===== src/rtl/eth_tx_sched.sv =====
// Control-frame scheduler ahead of the Ethernet TX path: holds one pending ARP reply, ICMP echo
// reply and ARP request job each and issues them one frame at a time with an enforced gap.
module eth_tx_sched #(
    parameter int IFG_CYCLES     = 16,
    parameter int TIMEOUT_CYCLES = 4096
) (
    input  logic        aclk,
    input  logic        aresetn,
    input  logic        arp_rep_req,
    input  logic [47:0] arp_rep_mac,
    input  logic [31:0] arp_rep_ip,
    input  logic        icmp_rep_req,
    input  logic [47:0] icmp_rep_mac,
    input  logic [31:0] icmp_rep_ip,
    input  logic [15:0] icmp_rep_id,
    input  logic [15:0] icmp_rep_seq,
    input  logic        arp_res_req,
    input  logic [31:0] arp_res_ip,
    input  logic        udp_frame_active,
    input  logic        arp_data_tx_done,
    input  logic        icmp_header_tx_done,
    output logic        eth_header_arp_tx_start,
    output logic        arp_oper,
    output logic        icmp_request_done,
    output logic [15:0] icmp_id,
    output logic [15:0] icmp_seq_num,
    output logic [47:0] mac_d_addr,
    output logic [31:0] ip_d_addr,
    output logic        busy,
    output logic        drop_pulse,
    output logic        timeout_pulse
);
    localparam int TW = $clog2(TIMEOUT_CYCLES) + 1;
    localparam int GW = $clog2(IFG_CYCLES) + 1;
    localparam logic [TW-1:0] TO_LAST   = TW'(TIMEOUT_CYCLES - 1);
    localparam logic [GW-1:0] GAP_LAST  = GW'(IFG_CYCLES - 1);
    localparam logic [47:0]   BCAST_MAC = 48'hFFFF_FFFF_FFFF;

    typedef enum logic [1:0] {S_IDLE, S_START, S_WAIT, S_GAP} state_e;
    typedef enum logic {JOB_ARP, JOB_ICMP} job_e;

    state_e        state_q;
    job_e          job_q;
    logic [TW-1:0] to_cnt_q;
    logic [GW-1:0] gap_cnt_q;

    logic        rep_pend_q, icmp_pend_q, res_pend_q;
    logic [47:0] rep_mac_q, icmp_mac_q;
    logic [31:0] rep_ip_q, icmp_ip_q, res_ip_q;
    logic [15:0] slot_id_q, slot_seq_q;

    logic        arp_start_q, icmp_start_q, arp_oper_q, busy_q, drop_q, timeout_q;
    logic [15:0] icmp_id_q, icmp_seq_q;
    logic [47:0] mac_d_q;
    logic [31:0] ip_d_q;

    logic pick_ok, take_rep, take_icmp, take_res, done_hit, drop_d;

    // Arbitration only happens in IDLE, and never while a UDP frame owns the TX path.
    assign pick_ok   = (state_q == S_IDLE) && !udp_frame_active;
    assign take_rep  = pick_ok && rep_pend_q;
    assign take_icmp = pick_ok && !rep_pend_q && icmp_pend_q;
    assign take_res  = pick_ok && !rep_pend_q && !icmp_pend_q && res_pend_q;
    assign done_hit  = (job_q == JOB_ARP) ? arp_data_tx_done : icmp_header_tx_done;
    assign drop_d    = (arp_rep_req  && rep_pend_q  && !take_rep)
                     | (icmp_rep_req && icmp_pend_q && !take_icmp)
                     | (arp_res_req  && res_pend_q  && !take_res);

    always_ff @(posedge aclk or negedge aresetn) begin
        if (!aresetn) begin
            rep_pend_q  <= 1'b0;
            icmp_pend_q <= 1'b0;
            res_pend_q  <= 1'b0;
            rep_mac_q   <= '0;
            rep_ip_q    <= '0;
            icmp_mac_q  <= '0;
            icmp_ip_q   <= '0;
            slot_id_q   <= '0;
            slot_seq_q  <= '0;
            res_ip_q    <= '0;
            drop_q      <= 1'b0;
        end else begin
            // NOTE: non-blocking updates mean the IDLE copy in the FSM block reads the slot
            // contents from before this edge, so a same-cycle re-arm never corrupts the frame.
            if (arp_rep_req) begin
                rep_pend_q <= 1'b1;
                rep_mac_q  <= arp_rep_mac;
                rep_ip_q   <= arp_rep_ip;
            end else if (take_rep) begin
                rep_pend_q <= 1'b0;
            end
            if (icmp_rep_req) begin
                icmp_pend_q <= 1'b1;
                icmp_mac_q  <= icmp_rep_mac;
                icmp_ip_q   <= icmp_rep_ip;
                slot_id_q   <= icmp_rep_id;
                slot_seq_q  <= icmp_rep_seq;
            end else if (take_icmp) begin
                icmp_pend_q <= 1'b0;
            end
            if (arp_res_req) begin
                res_pend_q <= 1'b1;
                res_ip_q   <= arp_res_ip;
            end else if (take_res) begin
                res_pend_q <= 1'b0;
            end
            drop_q <= drop_d;
        end
    end

    always_ff @(posedge aclk or negedge aresetn) begin
        if (!aresetn) begin
            state_q      <= S_IDLE;
            job_q        <= JOB_ARP;
            to_cnt_q     <= '0;
            gap_cnt_q    <= '0;
            arp_start_q  <= 1'b0;
            icmp_start_q <= 1'b0;
            arp_oper_q   <= 1'b1;
            icmp_id_q    <= '0;
            icmp_seq_q   <= '0;
            mac_d_q      <= '0;
            ip_d_q       <= '0;
            busy_q       <= 1'b0;
            timeout_q    <= 1'b0;
        end else begin
            timeout_q <= 1'b0;
            unique case (state_q)
                S_IDLE: begin
                    to_cnt_q  <= '0;
                    gap_cnt_q <= '0;
                    if (take_rep) begin
                        job_q      <= JOB_ARP;
                        arp_oper_q <= 1'b1;
                        mac_d_q    <= rep_mac_q;
                        ip_d_q     <= rep_ip_q;
                    end else if (take_icmp) begin
                        job_q      <= JOB_ICMP;
                        mac_d_q    <= icmp_mac_q;
                        ip_d_q     <= icmp_ip_q;
                        icmp_id_q  <= slot_id_q;
                        icmp_seq_q <= slot_seq_q;
                    end else if (take_res) begin
                        job_q      <= JOB_ARP;
                        arp_oper_q <= 1'b0;
                        mac_d_q    <= BCAST_MAC;
                        ip_d_q     <= res_ip_q;
                    end
                    if (take_rep || take_icmp || take_res) begin
                        state_q      <= S_START;
                        busy_q       <= 1'b1;
                        arp_start_q  <= !take_icmp;
                        icmp_start_q <= take_icmp;
                    end
                end
                S_START: begin
                    arp_start_q  <= 1'b0;
                    icmp_start_q <= 1'b0;
                    to_cnt_q     <= '0;
                    state_q      <= S_WAIT;
                end
                S_WAIT: begin
                    to_cnt_q <= to_cnt_q + TW'(1);
                    if (done_hit) begin
                        gap_cnt_q <= '0;
                        state_q   <= S_GAP;
                    end else if (to_cnt_q == TO_LAST) begin
                        timeout_q <= 1'b1;
                        gap_cnt_q <= '0;
                        state_q   <= S_GAP;
                    end
                end
                S_GAP: begin
                    gap_cnt_q <= gap_cnt_q + GW'(1);
                    if (gap_cnt_q == GAP_LAST) begin
                        busy_q  <= 1'b0;
                        state_q <= S_IDLE;
                    end
                end
                default: state_q <= S_IDLE;
            endcase
        end
    end

    assign eth_header_arp_tx_start = arp_start_q;
    assign icmp_request_done       = icmp_start_q;
    assign arp_oper                = arp_oper_q;
    assign icmp_id                 = icmp_id_q;
    assign icmp_seq_num            = icmp_seq_q;
    assign mac_d_addr              = mac_d_q;
    assign ip_d_addr               = ip_d_q;
    assign busy                    = busy_q;
    assign drop_pulse              = drop_q;
    assign timeout_pulse           = timeout_q;

endmodule


===== config.mk =====
export PLATFORM = sky130hd
export DESIGN_NAME = eth_tx_sched
export DESIGN_NICKNAME = d
export VERILOG_FILES = /design/src/rtl/eth_tx_sched.sv
export SDC_FILE = /design/constraint.sdc
export NUM_CORES = 1
export LEC_CHECK = 0
export CORE_AREA = 2 2 207 189
export DETAILED_ROUTE_END_ITERATION = 10
export DIE_AREA = 0 0 209 191
export GPL_TIMING_DRIVEN = 0
export PLACE_DENSITY_LB_ADDON = 0.15
export SETUP_SLACK_MARGIN = 0.5
export SLEW_MARGIN = 20
export SYNTH_ARGS = -nofsm -noshare
export SYNTH_HDL_FRONTEND = slang
export SYNTH_SLANG_ARGS = --single-unit

===== constraint.sdc =====
create_clock -name aclk -period 1.9 [get_ports aclk]
set_input_delay 0.19 -clock aclk [delete_from_list [all_inputs] [get_ports aclk]]
set_output_delay 0.19 -clock aclk [all_outputs]
set_load 0.005 [all_outputs]

==> key figures, run 1 <==
STA
  • TNS Setup: 0 ps
  • Tmin final: 1870 ps
  • Hold Worst Slack: -450 ps
  • Slew Limit Fails: 0
  • Fmax: roughly 530 MHz
  • Final Hold Viols: 73
  • Slew headroom: 0.478
  • Final Worst Setup Slack: 25.9 ps
  • Skew final: between 15 and 20 ps
  • RSZ-0062 raised after global routing: yes
  • Post-route clock period utilization: 0.986
  • Worst slew pin tran: 783 ps
  • Setup-failing EPs final: 0

Placement
  • Final GP Congestion: 0.789
  • Dpl hpwl: between 20 and 30 mm
  • Inst Count DP: 1986
  • Pre-CTS setup slack: -336 ps
  • Port bufs: 346
  • Placed instance area: 0.0197 mm2

Critical path
  • Worst path max stage delay: around 420 ps
  • CP endpoint: to_cnt_q[11]
  • Flop2flop setup slack: 30 ps
  • Worst setup path startpoint: state_q[0]
  • WS Path Type: register to register
  • Worst Reg-to-Reg Cells: 9
  • Cell family with most CP delay: buffers and inverters
  • Reg2reg end: to_cnt_q[11]
  • Slowest CP cell: dfrtp_2
  • CP max FO: 4
  • Crit path top cell by count: buf_6
  • Critical Path, Cell by Cell: buf_6 -> buf_6 -> ha_4 -> buf_8 -> nand3b_1 -> buf_6 -> nor4_4 -> xnor2_1 -> nor2_1
  • Critical Path AT: 2300 ps
  • Worst Path Required: 2330 ps
  • Reg-to-Reg Start: state_q[0]
  • Worst Setup Start Kind: register
  • Buf+Inv Stages, Crit Path: 4
  • Levels on crit path: 9
  • Crit. End Element: register

Power
  • Leakage: approximately 10 nW
  • Total power: 28.4 mW
  • Pwr dens: 1240 mW/mm2
  • VDD IR max: 0.000705 V

Finish
  • Filler cell count: 3055
  • Ratio of cells with drive above 1 in the final layout: 0.371
  • Final net count: between 1500 and 2000
  • Final Cell Area: 0.0230 mm2
  • Area Overhead vs Synth: 54.2%
  • Finished Core Util: 0.607
  • Final Non-Filler Cells: approximately 2200

Route
  • Routed len/inst: 20.6 um
  • Router iterations before antenna repair: 5
  • DR DRC count: 0
  • Total number of vias: 10872
  • Routed WL: roughly 44 mm
  • Vias per Instance: 5.03
  • DRT iter0 DRCs: 514
  • Antenna Nets Post-Route: 0

Yosys
  • Post-Syn Area: 0.0149 mm2
  • Post-synthesis sequential area ratio: 0.615
  • Top cell type's share of synthesized area: 0.613
  • Synth Area per Inst: 13.0 um2
  • Synth top area cells: dfrtp_1, mux2_2, mux2_1
  • Area leader, netlist: dfrtp_1
  • Cells after synthesis: 1146
  • Library cells used by synthesis: 44
  • Syn_nets: about 1400
  • Number of warnings issued by yosys: 0
  • Register bit total from synthesis: 366

CTS
  • TritonCTS buffer count: 42
  • H-Tree Depth: 2
  • Clock Latency Late Sink: 540 ps
  • CTS tree: yes
  • Clk root buf: clkbuf_16
  • Clock transition at path regs: 60 ps
  • Clock sinks: 366
  • Clk buf depth: 3

Global route
  • All-Layer GR Usage: 0.219
  • Remaining Overflow, GRT: 0
  • Antenna violations before repair: 5
  • First-pass GRT wire length: about 67 mm
  • Number of global-route vias before repair: 11453
  • Largest net degree at the start of global routing: 90

Run status
  • Failing checks: hold timing
  • Status: finished with violations

Floorplanning
  • Die area: 0.0399 mm2
  • Die Wd: 209 um
  • Placeable Area: 0.0379 mm2
  • Row count: 68
  • Die H: between 150 and 200 um
  • IO Pins: 350
  • Initial Util: 0.394

Worst hold path
  • Worst min-delay path class: input pin to asynchronous set/reset pin

Flow run
  • Max Cap Viol: 0
-- where the power goes --
part           switching, mW  internal [mW]
sequential              1.02           9.61
combinational           4.02           5.62
clock                   3.16           4.96
total                   8.20           20.2
-- synthesized netlist by cell type, drive strengths merged --
library cell  number
nor4               3
a211o              2
nor2              91
nand4              2
nand4b             2
o32a               1
nor3b              1
mux2i             35
o21ai             57
clkbuf            40
o221ai             1
nand2b             4
xnor2              7
buf               32
a21oi             55
nor2b              4
and2               1
mux2             259
nand3b             1
inv               12
a2111oi            2
o31ai              1
nor3              38
dfrtp            365
a221oi             1
and3               2
o21a               2
nand3              4
nand2             69
a21o               5
a211oi            32
dfstp              1
a22o               2
ha                 9
or3                3
-- final cells by class --
class / instances / area, um2 / area share
Multi-Input combinational cell: 697 / 6170 / 0.269
Sequential cell: 366 / 9160 / 0.399
Buffer: 72 / 851 / 0.0370
Antenna cell: 2 / 5.00 / 0.000218
Inverter: 12 / 45.0 / 0.00196
Clock inverter: 8 / 93.8 / 0.00408
Clock buffer: 65 / 1300 / 0.0566
Timing Repair Buffer: 451 / 4730 / 0.206
Tap cell: 490 / 613 / 0.0267
-- cell usage in the layout (no fill, tap or decap), types with 4 or more instances in the layout --
cell / netlist / final
mux2_2: 225 / 224
nor3_1: 38 / 32
buf_1: 6 / 5
clkbuf_2: 0 / 23
clkbuf_4: 0 / 4
nor2_1: 91 / 89
nand2_1: 69 / 66
a211oi_2: 0 / 10
clkbuf_8: 0 / 15
dfrtp_1: 365 / 364
buf_4: 3 / 62
mux2i_2: 0 / 8
mux2i_1: 35 / 24
a21o_1: 4 / 4
xnor2_1: 7 / 5
inv_1: 12 / 10
buf_16: 0 / 11
buf_2: 23 / 9
buf_8: 0 / 9
ha_1: 9 / 5
o21ai_1: 50 / 50
clkinv_2: 0 / 5
clkdlybuf4s15_1: 0 / 81
o21ai_0: 7 / 4
a21oi_4: 0 / 4
a21oi_2: 0 / 49
clkbuf_1: 40 / 16
dlymetal6s2s_1: 0 / 19
a211oi_1: 32 / 22
buf_6: 0 / 24
buf_12: 0 / 21
nor3_4: 0 / 4
nand3_1: 4 / 4
mux2_4: 1 / 34
clkdlybuf4s50_1: 0 / 227
clkbuf_16: 0 / 57
-- logic make-up (layout without fill, tap and decap cells) --
kind of cell / after synthesis / after routing / synth area share
flops: 366 / 366 / 0.615
mux: 294 / 294 / 0.219
simple gates: 225 / 226 / 0.0659
compound gates: 161 / 161 / 0.0645
buf+inv: 84 / 608 / 0.0238
fa+ha+maj: 9 / 9 / 0.00756
xor+xnor: 7 / 7 / 0.00411
other cells: 0 / 2 / 0
-- flip-flops by register name, indices dropped and copies added, names as in the netlist, 32 cells and up --
register and count:
ip_d_addr 32, res_ip_q 32, rep_ip_q 32, icmp_ip_q 32, mac_d_addr 48, icmp_mac_q 48, rep_mac_q 48
-- metal layers --
layer | GRT usage | vias to the layer above | wire [um]
met5 | 0 | - | 44
met4 | 0.0574 | 6 | 987
met3 | 0.0624 | 70 | 2920
met2 | 0.361 | 278 | 21300
met1 | 0.285 | 5498 | 19200
li1 | - | 5020 | -
-- repair_timing --
action / in CTS / in global routing
resized for setup: 294 / 144
pin swaps: 20 / 31
buffers inserted: 56 / 27
cloned: 15 / 4
setup endpoints to repair: 375 / 272
endpoints found under the hold margin: 54 / 54
-- worst min-delay path by stage --
stage                          endpoint  slack, ps
after floorplan                    busy       -110
after global placement         arp_oper        450
after detailed placement  rep_mac_q[13]        120
after CTS                 rep_mac_q[13]       -450
after global routing      rep_mac_q[13]       -420
final                     rep_mac_q[13]       -450
Note: power is estimated with default switching activity, not from simulation.
==> run 2, diff against run 1 <==
--- a/config.mk
+++ b/config.mk
@@ -5,9 +5,11 @@
 export SDC_FILE = /design/constraint.sdc
 export NUM_CORES = 1
 export LEC_CHECK = 0
-export CORE_AREA = 2 2 207 189
+export CELL_PAD_IN_SITES_DETAIL_PLACEMENT = 1
+export CELL_PAD_IN_SITES_GLOBAL_PLACEMENT = 1
+export CORE_AREA = 2 2 218 199
 export DETAILED_ROUTE_END_ITERATION = 10
-export DIE_AREA = 0 0 209 191
+export DIE_AREA = 0 0 220 201
 export GPL_TIMING_DRIVEN = 0
 export PLACE_DENSITY_LB_ADDON = 0.15
 export SETUP_SLACK_MARGIN = 0.5
==> key figures, run 2 (synthesized netlist as in run 1, its figures left out) <==
Floorplanning
  • Row count: 72 (+5.9%)
  • Die area: 0.0442 mm2 (+11%)
  • Die H: 201 um (+5.2%)
  • Placeable Area: 0.0422 mm2 (+11%)
  • Initial Util: 0.353 (-0.0401)
  • IO Pins: 350 (unchanged)
  • Die Wd: 220 um (+5.3%)

Route
  • Antenna Nets Post-Route: 0 (unchanged)
  • Total number of vias: 10884 (+0.11%)
  • DR DRC count: 0 (unchanged)
  • Vias per Instance: 4.94 (-1.8%)
  • Routed len/inst: 22.0 um (+7.0%)
  • DRT iter0 DRCs: 448 (-13%)
  • Router iterations before antenna repair: 4 (-1)
  • Routed WL: 48.5 mm (+9.0%)

Critical path
  • Reg-to-Reg Start: state_q[1]
  • Slowest CP cell: dfrtp_1
  • Worst Path Required: 2330 ps (about the same)
  • WS Path Type: register to register
  • Reg2reg end: ip_d_addr[5]
  • Worst Reg-to-Reg Cells: 9 (unchanged)
  • CP max FO: 7 (+3)
  • Worst Setup Start Kind: register
  • Crit. End Element: register
  • Critical Path, Cell by Cell: inv_2 -> ha_4 -> nand2b_4 -> nor3b_4 -> buf_6 -> buf_12 -> buf_12 -> mux2i_4 -> a211oi_2
  • Critical Path AT: 2280 ps (-20 ps)
  • Flop2flop setup slack: 50 ps (+30 ps)
  • Crit path top cell by count: buf_12
  • Worst path max stage delay: 400 ps (-20 ps)

Global route
  • All-Layer GR Usage: 0.213 (-0.00629)
  • Number of global-route vias before repair: 11714 (+2.3%)
  • Largest net degree at the start of global routing: 95 (+5.6%)
  • First-pass GRT wire length: 71.3 mm (+6.4%)
  • Antenna violations before repair: 10 (+5)
  • Remaining Overflow, GRT: 0 (unchanged)

Worst hold path
  • Worst min-delay path class: input pin to asynchronous set/reset pin

STA
  • Post-route clock period utilization: 0.972 (-0.0145)
  • Slew headroom: 0.442 (-0.0364)
  • Worst slew pin tran: 838 ps (+54.6 ps)
  • Skew final: 11.3 ps (-6.12 ps)
  • Tmin final: 1850 ps (-27.6 ps)
  • Fmax: 542 MHz (+1.5%)
  • Final Worst Setup Slack: 53.5 ps (+27.6 ps)
  • Hold Worst Slack: -439 ps (+10.8 ps)
  • RSZ-0062 raised after global routing: yes
  • Slew Limit Fails: 0 (unchanged)
  • Setup-failing EPs final: 0 (unchanged)
  • Final Hold Viols: 135 (+85%)

Flow run
  • Max Cap Viol: 0 (unchanged)

CTS
  • H-Tree Depth: 2 (unchanged)
  • Clk root buf: clkbuf_16
  • Clock sinks: 366 (unchanged)
  • CTS tree: yes
  • Clock transition at path regs: 60 ps (about the same)
  • TritonCTS buffer count: 41 (-2.4%)
  • Clk buf depth: 3 (unchanged)
  • Clock Latency Late Sink: 560 ps (+20 ps)

Power
  • VDD IR max: 0.000721 V (+2.3%)
  • Total power: 28.4 mW (+0.11%)
  • Leakage: 10.5 nW (+4.5%)
  • Pwr dens: 1230 mW/mm2 (-0.12%)

Finish
  • Final Cell Area: 0.0230 mm2 (+0.22%)
  • Final net count: 1852 (-1.6%)
  • Most common cell after layout, fill and taps aside: dfrtp_1
  • Area Overhead vs Synth: 54.5%
  • Most frequent cells in the layout: dfrtp_1, clkdlybuf4s50_1, mux2_2
  • Final Non-Filler Cells: 2204 (+1.9%)
  • Ratio of cells with drive above 1 in the final layout: 0.385 (+0.0137)

Placement
  • Inst Count DP: 2051 (+3.3%)
  • Dpl hpwl: 32.3 mm (+9.6%)
  • Port bufs: 346 (unchanged)
  • Final GP Congestion: 0.756 (-4.2%)
  • Pre-CTS setup slack: -423 ps (-87.1 ps)
  • Placed instance area: 0.0198 mm2 (+0.41%)

Run status
  • Failing checks: hold timing
  • Status: finished with violations
run 2: cell types whose count changed in the layout (fill, tap and decap cells not counted), sizes merged:
| cell | previous run | this run |
|---|---|---|
| dlygate4sd2 | 3 | 0 |
| diode | 2 | 9 |
| bufbuf | 1 | 0 |
| nand2 | 70 | 69 |
| clkdlybuf4s15 | 82 | 8 |
| clkbuf | 115 | 106 |
| clkinvlp | 0 | 3 |
| dlymetal6s2s | 19 | 85 |
| clkinv | 5 | 3 |
| buf | 141 | 131 |
run 2: what timing repair did:
item                       in CTS  in global routing
setup buffers                  32                 22
cloned                          9                  9
pin swaps                      22                 24
setup endpoints to repair     395                317
resized for setup             210                216
hold endpoints to repair      107                 50
run 2: how the worst max path moves through the flow:
stage	startpoint	endpoint	slack, ps	cells after the start
after floorplan	to_cnt_q[0]	state_q[1]	140	5
after global placement	aresetn	rep_ip_q[12]	-16360	1
after detailed placement	icmp_rep_req	icmp_ip_q[17]	-420	4
after CTS	state_q[0]	icmp_id[0]	50	8
after global routing	state_q[1]	ip_d_addr[5]	-10	9
final	state_q[1]	ip_d_addr[5]	50	9
run 2: routing by layer:
| metal | vias to the layer above | track usage | part of all wire |
|---|---|---|---|
| li1 | 4969 | - | - |
| met1 | 5621 | 0.276 | 0.43 |
| met2 | 228 | 0.349 | 0.49 |
| met3 | 60 | 0.0635 | 0.066 |
| met4 | 6 | 0.0496 | 0.014 |
| met5 | - | 0 | 0.00076 |
run 2: area by class of cell:
class | instances | area, um2
Inverter | 12 | 45.0
Fill cell | 4190 | 19100
Tap cell | 555 | 694
Buffer | 72 | 845
Timing Repair Buffer | 422 | 4600
Multi-Input combinational cell | 696 | 6270
Sequential cell | 366 | 9160
Clock buffer | 63 | 1280
Clock inverter | 9 | 106
Antenna cell | 9 | 22.5
run 2: power breakdown:
| group | internal [mW] | switching [mW] | total (mW) |
|---|---|---|---|
| Sequential | 9.61 | 1.06 | 10.7 |
| Clock | 4.90 | 3.24 | 8.14 |
| Combinational | 5.50 | 4.11 | 9.61 |
| Total | 20.0 | 8.41 | 28.4 |
run 2: per-stage QoR:
stage | utilization | TNS (ps)
2_1_floorplan | - | 0
3_3_place_gp | 0.467 | -6013880
3_5_place_dp | 0.470 | -52050
4_1_cts | 0.522 | 0
5_1_grt | 0.546 | -52.1
6_report | 0.546 | 0
run 2: worst max-delay path, delay by kind of cell, from the launching register on:
kind                       cells  cell delay (ps)
muxes                          1              250
adders and majority gates      1              160
and+or+nand+nor                2              230
DFF                            1              400
AOI/OAI and AO/OA              1               90
buffers and inverters          4              580
==> run 3, diff against run 2 <==
--- a/config.mk
+++ b/config.mk
@@ -8,6 +8,7 @@
 export CELL_PAD_IN_SITES_DETAIL_PLACEMENT = 1
 export CELL_PAD_IN_SITES_GLOBAL_PLACEMENT = 1
 export CORE_AREA = 2 2 218 199
+export CTS_CLUSTER_DIAMETER = 50
 export DETAILED_ROUTE_END_ITERATION = 10
 export DIE_AREA = 0 0 220 201
 export GPL_TIMING_DRIVEN = 0
==> key figures, run 3 (synthesized netlist as in run 1, its figures left out) <==
Critical path
  • CP max FO: 4 (-3)
  • Worst Reg-to-Reg Cells: 8 (-1)
  • WS Path Type: register to register
  • Worst Setup Start Kind: register
  • Worst Path Required: 2340 ps (about the same)
  • Crit. End Element: register
  • Critical Path AT: 2320 ps (+40 ps)
  • Flop2flop setup slack: 20 ps (-40 ps)

Route
  • Router iterations before antenna repair: 6 (+2)
  • DR DRC count: 0 (unchanged)
  • Routed len/inst: 22.0 um (-0.12%)
  • Total number of vias: 10857 (-0.25%)
  • DRT iter0 DRCs: 445 (-0.67%)
  • Vias per Instance: 4.91 (-0.52%)
  • Routed WL: 48.5 mm (+0.15%)
  • Antenna Nets Post-Route: 0 (unchanged)

STA
  • Skew final: 18.3 ps (+7.00 ps)
  • Post-route clock period utilization: 0.991 (+0.0189)
  • Worst slew pin tran: 823 ps (-14.2 ps)
  • Slew headroom: 0.451 (+0.00947)
  • Slew Limit Fails: 0 (unchanged)
  • RSZ-0062 raised after global routing: yes
  • Fmax: 531 MHz (-1.9%)
  • Final Worst Setup Slack: 17.6 ps (-35.9 ps)
  • Final Hold Viols: 112 (-17%)
  • Tmin final: 1880 ps (+35.9 ps)
  • Hold Worst Slack: -433 ps (+6.30 ps)
  • Setup-failing EPs final: 0 (unchanged)

Finish
  • Final net count: 1862 (+0.54%)
  • Most frequent cells in the layout: dfrtp_1, clkdlybuf4s50_1, mux2_2
  • Final Cell Area: 0.0231 mm2 (+0.16%)
  • Area Overhead vs Synth: 54.8%
  • Final Non-Filler Cells: 2210 (+0.27%)
  • Ratio of cells with drive above 1 in the final layout: 0.387 (+0.00265)
  • Most common cell after layout, fill and taps aside: dfrtp_1

Placement
  • Dpl hpwl: 32.3 mm (unchanged)
  • Pre-CTS setup slack: -423 ps (unchanged)
  • Port bufs: 346 (unchanged)
  • Inst Count DP: 2051 (unchanged)
  • Final GP Congestion: 0.756 (unchanged)
  • Placed instance area: 0.0198 mm2 (unchanged)

Global route
  • All-Layer GR Usage: 0.215 (+0.00232)
  • Number of global-route vias before repair: 11808 (+0.80%)
  • Antenna violations before repair: 6 (-4)
  • Largest net degree at the start of global routing: 95 (unchanged)
  • First-pass GRT wire length: 72.0 mm (+0.90%)
  • Remaining Overflow, GRT: 0 (unchanged)

CTS
  • H-Tree Depth: 2 (unchanged)
  • CTS tree: yes
  • Clock sinks: 366 (unchanged)
  • TritonCTS buffer count: 45 (+9.8%)
  • Clock Latency Late Sink: 560 ps (about the same)
  • Clock transition at path regs: 60 ps (about the same)
  • Clk root buf: clkbuf_16
  • Clk buf depth: 3 (unchanged)

Run status
  • Failing checks: hold timing
  • Status: finished with violations

Floorplanning
  • Die H: 201 um (unchanged)
  • IO Pins: 350 (unchanged)
  • Initial Util: 0.353 (unchanged)
  • Row count: 72 (unchanged)
  • Die Wd: 220 um (unchanged)
  • Die area: 0.0442 mm2 (unchanged)
  • Placeable Area: 0.0422 mm2 (unchanged)

Power
  • Pwr dens: 1240 mW/mm2 (+0.34%)
  • Leakage: 10.6 nW (+0.56%)
  • VDD IR max: 0.000796 V (+10%)

Worst hold path
  • Worst min-delay path class: input pin to asynchronous set/reset pin

Flow run
  • Max Cap Viol: 0 (unchanged)
run 3: cell types whose count changed in the layout (fill, tap and decap cells not counted), moves of 6 or more:
cell            change
nand2_1            -11
buf_6               +8
nand2_2             +7
diode_2             -6
dlymetal6s2s_1      -6
mux2i_2             -6
run 3: final timing paths:
kind / start / endpoint
max in group asynchronous: aresetn / rep_ip_q[17]
setup reg to reg: state_q[0] / state_q[1]
min in group aclk: arp_res_req / res_ip_q[31]
hold reg to reg: mac_d_addr[47] / mac_d_addr[47]
setup / recovery: state_q[0] / state_q[1]
hold / removal: aresetn / icmp_mac_q[22]
run 3: through the flow:
| stage | total power, mW | util | hold WS, ps | TNS (ps) |
|---|---|---|---|---|
| floorplan | 14.4 | - | -106 | 0 |
| CTS | 28.5 | 0.528 | -449 | 0 |
| detailed placement | 19.1 | 0.470 | 151 | -52050 |
| global placement | 18.8 | 0.467 | 448 | -6013880 |
| finish | 28.6 | 0.547 | -433 | 0 |
| global route | 30.2 | 0.547 | -425 | -694 |
run 3: critical path, cell delays in order (launching register included):
cell      delay [ps]
dfrtp_2          380
inv_4             40
buf_4            130
buf_6            110
ha_4             150
buf_8            120
and2_4           160
a221oi_4         290
mux2_1           370
run 3: layout make-up:
cell class / count / area, um2
Antenna cell: 3 / 7.51
Buffer: 72 / 866
Clock buffer: 61 / 1250
Clock inverter: 17 / 165
Fill cell: 4167 / 19100
Inverter: 12 / 47.5
Multi-Input combinational cell: 696 / 6230
Sequential cell: 366 / 9160
Tap cell: 555 / 694
Timing Repair Buffer: 428 / 4640
run 3: routing by layer:
| layer | vias up | track usage | routed length [um] |
|---|---|---|---|
| met2 | 221 | 0.358 | 24300 |
| met1 | 5592 | 0.277 | 20500 |
| met5 | - | 0 | 37 |
| li1 | 4980 | - | - |
| met3 | 58 | 0.0579 | 2920 |
| met4 | 6 | 0.0530 | 833 |
run 3: repair_timing:
action / CTS / global route
setup endpoints to repair: 396 / 315
pin swaps: 18 / 34
buffers inserted: 42 / 20
resized for setup: 244 / 203
cloned: 10 / 6
endpoints found under the hold margin: 107 / 50
run 3: power by group:
| part | switching, mW | internal [mW] | leakage, nW |
|---|---|---|---|
| Clock | 3.38 | 4.88 | 0.694 |
| Sequential | 1.07 | 9.61 | 4.35 |
| Combinational | 4.10 | 5.52 | 5.51 |
